File: src/rtl/ps2_key_ctrl.sv
// PS/2 keyboard front end: pin synchroniser, 11-bit frame receiver with timeout,
// and a make/break key-state machine feeding the seven-segment decoders.
module ps2_key_ctrl #(
  parameter int TIMEOUT_CYC = 50000
) (
  input  logic       clk,
  input  logic       clrn,
  input  logic       ps2_clk,
  input  logic       ps2_data,
  output logic       code_valid,
  output logic [7:0] rx_byte,
  output logic       frame_err,
  output logic [7:0] key_code,
  output logic [7:0] key_cnt,
  output logic       key_down,
  output logic       seg_blank
);

  localparam int TW = $clog2(TIMEOUT_CYC + 1);

  typedef enum logic [1:0] {
    IDLE = 2'd0,
    DOWN = 2'd1,
    BRK  = 2'd2
  } state_t;

  logic [2:0]    s_q, s_d;
  logic [3:0]    bcnt_q, bcnt_d;
  logic [9:0]    buf_q, buf_d;
  logic [TW-1:0] idle_q, idle_d;
  logic [7:0]    rx_q, rx_d;
  logic          cv_q, cv_d;
  logic          fe_q, fe_d;
  state_t        state_q, state_d;
  logic [7:0]    code_q, code_d;
  logic [7:0]    cnt_q, cnt_d;
  logic          sample;
  logic          frame_ok;

  assign sample   = s_q[2] & ~s_q[1];
  // Stop bit is read live from the pin on the final sample, not from the buffer.
  assign frame_ok = ~buf_q[0] & ps2_data & (^buf_q[9:1]);

  always_comb begin
    s_d    = {s_q[1:0], ps2_clk};
    bcnt_d = bcnt_q;
    buf_d  = buf_q;
    idle_d = idle_q;
    rx_d   = rx_q;
    cv_d   = 1'b0;
    fe_d   = 1'b0;
    if (sample) begin
      idle_d = '0;
      if (bcnt_q < 4'd10) begin
        buf_d[bcnt_q] = ps2_data;
        bcnt_d        = bcnt_q + 4'd1;
      end else begin
        bcnt_d = 4'd0;
        if (frame_ok) begin
          rx_d = buf_q[8:1];
          cv_d = 1'b1;
        end else begin
          fe_d = 1'b1;
        end
      end
    end else if (bcnt_q != 4'd0) begin
      if (idle_q == TW'(TIMEOUT_CYC)) begin
        bcnt_d = 4'd0;
        idle_d = '0;
      end else begin
        idle_d = idle_q + 1'b1;
      end
    end
  end

  // E0 prefixes are transparent; in BRK the next byte is the released key's code.
  always_comb begin
    state_d = state_q;
    code_d  = code_q;
    cnt_d   = cnt_q;
    if (cv_q && (rx_q != 8'hE0)) begin
      case (state_q)
        IDLE: begin
          if (rx_q == 8'hF0) begin
            state_d = BRK;
          end else begin
            state_d = DOWN;
            code_d  = rx_q;
            cnt_d   = cnt_q + 8'd1;
          end
        end
        DOWN: begin
          if (rx_q == 8'hF0) begin
            state_d = BRK;
          end else if (rx_q != code_q) begin
            code_d = rx_q;
            cnt_d  = cnt_q + 8'd1;
          end
        end
        BRK:     state_d = IDLE;
        default: state_d = IDLE;
      endcase
    end
  end

  always_ff @(posedge clk or negedge clrn) begin
    if (!clrn) begin
      s_q     <= 3'b111;
      bcnt_q  <= 4'd0;
      buf_q   <= 10'd0;
      idle_q  <= '0;
      rx_q    <= 8'h00;
      cv_q    <= 1'b0;
      fe_q    <= 1'b0;
      state_q <= IDLE;
      code_q  <= 8'h00;
      cnt_q   <= 8'h00;
    end else begin
      s_q     <= s_d;
      bcnt_q  <= bcnt_d;
      buf_q   <= buf_d;
      idle_q  <= idle_d;
      rx_q    <= rx_d;
      cv_q    <= cv_d;
      fe_q    <= fe_d;
      state_q <= state_d;
      code_q  <= code_d;
      cnt_q   <= cnt_d;
    end
  end

  assign code_valid = cv_q;
  assign frame_err  = fe_q;
  assign rx_byte    = rx_q;
  assign key_code   = code_q;
  assign key_cnt    = cnt_q;
  assign key_down   = (state_q != IDLE);
  assign seg_blank  = (state_q == IDLE);

endmodule

File: config.mk
export PLATFORM = sky130hd
export DESIGN_NAME = ps2_key_ctrl
export DESIGN_NICKNAME = d
export VERILOG_FILES = /design/src/rtl/ps2_key_ctrl.sv
export SDC_FILE = /design/constraint.sdc
export NUM_CORES = 1
export LEC_CHECK = 0
export CAP_MARGIN = 15
export CORE_MARGIN = 2
export CORE_UTILIZATION = 28
export DETAILED_ROUTE_END_ITERATION = 16
export PLACE_DENSITY_LB_ADDON = 0.3
export SLEW_MARGIN = 10
export SYNTH_ARGS = -nofsm -noshare
export SYNTH_HDL_FRONTEND = slang
export SYNTH_SLANG_ARGS = --single-unit
File: constraint.sdc
create_clock -name clk -period 2.05 [get_ports clk]
set_input_delay 0.3075 -clock clk [delete_from_list [all_inputs] [get_ports clk]]
set_output_delay 0.3075 -clock clk [all_outputs]
set_load 0.03 [all_outputs]
==> flow_summary.yaml <==
clock_tree:
  clk_latency_ns: 0.33
  clockBufferDepth: 2
  h-tree-depth: 3
  cts.clk_slew.worst_paths_ns: 0.06
  cts_root_buf: "clkbuf_8"
  clkSinkCount: 61
  cts_tree: "done"
  cts_buffers: 9
route:
  drt-total-wl_mm: 5.75
  dr.first_iter.drc_count: 63
  routedWlPerCell_um: 12.3
  via_per_inst: 4.46
  drc_errors: 0
  ant_nets: 0
  vias: 2078
  dr.pass1.iters: 4
setup_path:
  start_kind: "register"
  worstPathRequired_ns: 2.26
  worstSetupPathType: "register to register"
  critPathMaxFanout: 4
  worst_ep_arrival_time_ns: 2.15
  cp-end-kind: "register"
finish:
  area_growth_pct: 31.7
  layout_common_cells: "dfrtp_1 (58), clkdlybuf4s50_1 (30), buf_4 (26)"
  regArea_um2: 1530
  nets: 337
  final_common_cell: "dfrtp_1"
  multiInputGateArea_um2: 1410
  num-fill-cells: 1046
  drive_gt1_frac: 0.191
  postLayoutCoreUtil: 0.379
  n_antenna_cell: 0
grt:
  grt_first_pass_wirelength_mm: 10.2
  track_usage: 0.113
  overflow: 0
  grt_pass1_vias: 2090
  grt_start_max_net_pins: 62
  antenna_found_initial: 0
power_and_ir_drop:
  pwr_density_cell_nw_per_um2: 1040
  peakVddDrop_uv: 393
  leakagePower_nw: 1.80
sta:
  fmaxAchievable_mhz: 514
  setup_viol: 0
  holdWs_ns: 0.356
  finalCritPeriodShare: 0.948
  fin_skew_ns: 0.00865
  worst_pin_slew_ns: 0.456
  slew-limit-headroom: 0.693
  final_max_slew_viol_count: 0
  fin_crit_ns: 1.94
  rsz0062_at_grt: "yes"
  finalHoldViolations: 0
die:
  die_h_um: 107
  pin_count: 32
  dieArea_um2: 11400
  start_util: 0.288
  rows: 37
  core_area_um2: 10300
  die_x_um: 107
yosys:
  synthDistinctLibCells: 44
  synthArstFlopShare: 1.00
  synth_nets: 274
  synth_seq_area_share: 0.518
  ys.flop_type: "dfrtp_1"
  syn_area_per_cell_um2: 11.2
  ys_ff_latch: 61
  synth_cells: 263
  synth_edf_count: 0
  synth.top_cell.area_share: 0.491
  syn_area_um2: 2960
  yosys-top-cells-area: "dfrtp_1 (49%), mux2_1 (8.0%), xor2_1 (5.0%)"
  synth.yosys.warnings: 0
  synth_top_area_cell: "dfrtp_1"
placement:
  io_buffers: 31
  gp_congestion: 0.774
  post-dp-hpwl_mm: 4.13
min_path:
  min_path_type: "register to register"
job:
  max_cap_viol_count: 0
outcome:
  status: "finished clean"
==> power by group <==
group / internal [mW] / total [mW] / switching, mW
clock: 0.616 / 1.07 / 0.455
combinational: 0.710 / 1.40 / 0.686
sequential: 1.40 / 1.59 / 0.185
total: 2.73 / 4.06 / 1.33
==> state kept, by name, summed over array words and instances, names as in the netlist <==
register / flops
bcnt_q: 4
buf_q: 10
code_valid: 1
frame_err: 1
idle_q: 16
key_cnt: 8
key_code: 8
rx_byte: 8
s_q: 3
state_q: 2
==> layer usage <==
layer / vias up / wire (um) / global-route usage / part of all wire
met5: - / 0 / 0 / 0
met4: 0 / 53 / 0.0334 / 0.0092
met3: 7 / 242 / 0.0401 / 0.042
met2: 38 / 2680 / 0.176 / 0.47
met1: 993 / 2780 / 0.149 / 0.48
li1: 1040 / - / - / -
==> cells in the mapped netlist, types with 2 or more instances <==
master	count
nand3_1	9
mux2_1	21
and2_1	2
nor2b_1	3
a21oi_1	2
ha_1	7
o31ai_1	4
buf_2	2
clkbuf_1	5
nand4b_1	2
or4b_1	2
xnor2_1	13
nor4_1	3
mux2_2	5
and4_1	3
xor2_1	17
nand2b_1	2
nand2_1	25
a32o_1	2
o21ai_1	9
nor3b_1	5
nor3_1	6
o21ai_0	6
nor2_1	17
nand4_1	5
dfstp_2	3
inv_1	9
dfrtp_1	58
==> cell families after synthesis <==
group / after synthesis / synth area share
buffers and inverters: 18 / 0.0250
DFF: 61 / 0.518
AOI/OAI and AO/OA: 31 / 0.0749
and+or+nand+nor: 89 / 0.157
muxes: 26 / 0.0990
xor gates and xnor gates: 31 / 0.0965
adders and majority gates: 7 / 0.0296
==> critical path, cell delays in order (launching register included) <==
cell and delay (ns):
dfrtp_1 0.38, or4b_4 0.55, o41ai_4 0.43, buf_4 0.20, nor3b_1 0.05, o21ai_0 0.14
o31ai_1 0.09
==> what timing repair did <==
action,in CTS,in global routing
hold buffers,1,0
gates resized for setup,0,13
gates cloned,0,0
pin swaps,1,1
hold endpoints to repair,50,0
setup endpoints to repair,3,35
buffers inserted,0,2
==> stage by stage <==
stage	setup TNS [ns]	cell area, um^2	total power [mW]	setup WS [ns]	cells
detailed placement	0	3620	2.85	0.0122	448
global placement	0	3620	2.84	0.0222	448
finish	0	3890	4.06	0.106	466
global route	-0.00171	3890	4.34	-0.00171	466
floorplan	0	2960	2.41	0.0715	263
CTS	0	3820	3.95	0.00266	464
==> worst paths after layout <==
| check | from | to | slack, ns | cells past startpoint |
|---|---|---|---|---|
| max reg2reg | idle_q[13]$_DFFE_PN0P_ | idle_q[13]$_DFFE_PN0P_ | 0.11 | 6 |
| max | idle_q[13]$_DFFE_PN0P_ | idle_q[13]$_DFFE_PN0P_ | 0.11 | 6 |
| min reg2reg | s_q[0]$_DFF_PN1_ | s_q[1]$_DFF_PN1_ | 0.36 | 0 |
| max in group asynchronous | clrn | s_q[1]$_DFF_PN1_ | 1.22 | 3 |
| min in group asynchronous | clrn | state_q[0]$_DFFE_PN0P_ | 0.52 | 3 |
| min | s_q[0]$_DFF_PN1_ | s_q[1]$_DFF_PN1_ | 0.36 | 0 |
==> area by class of cell <==
cell class                      count  share of cell area
Sequential cell                    61               0.393
Multi-Input combinational cell    184               0.361
Timing Repair Buffer               60               0.141
Tap cell                          136              0.0437
Clock buffer                       11              0.0389
Clock inverter                      4              0.0122
Inverter                           10             0.00964
Power figures use the tool's default switching activity.
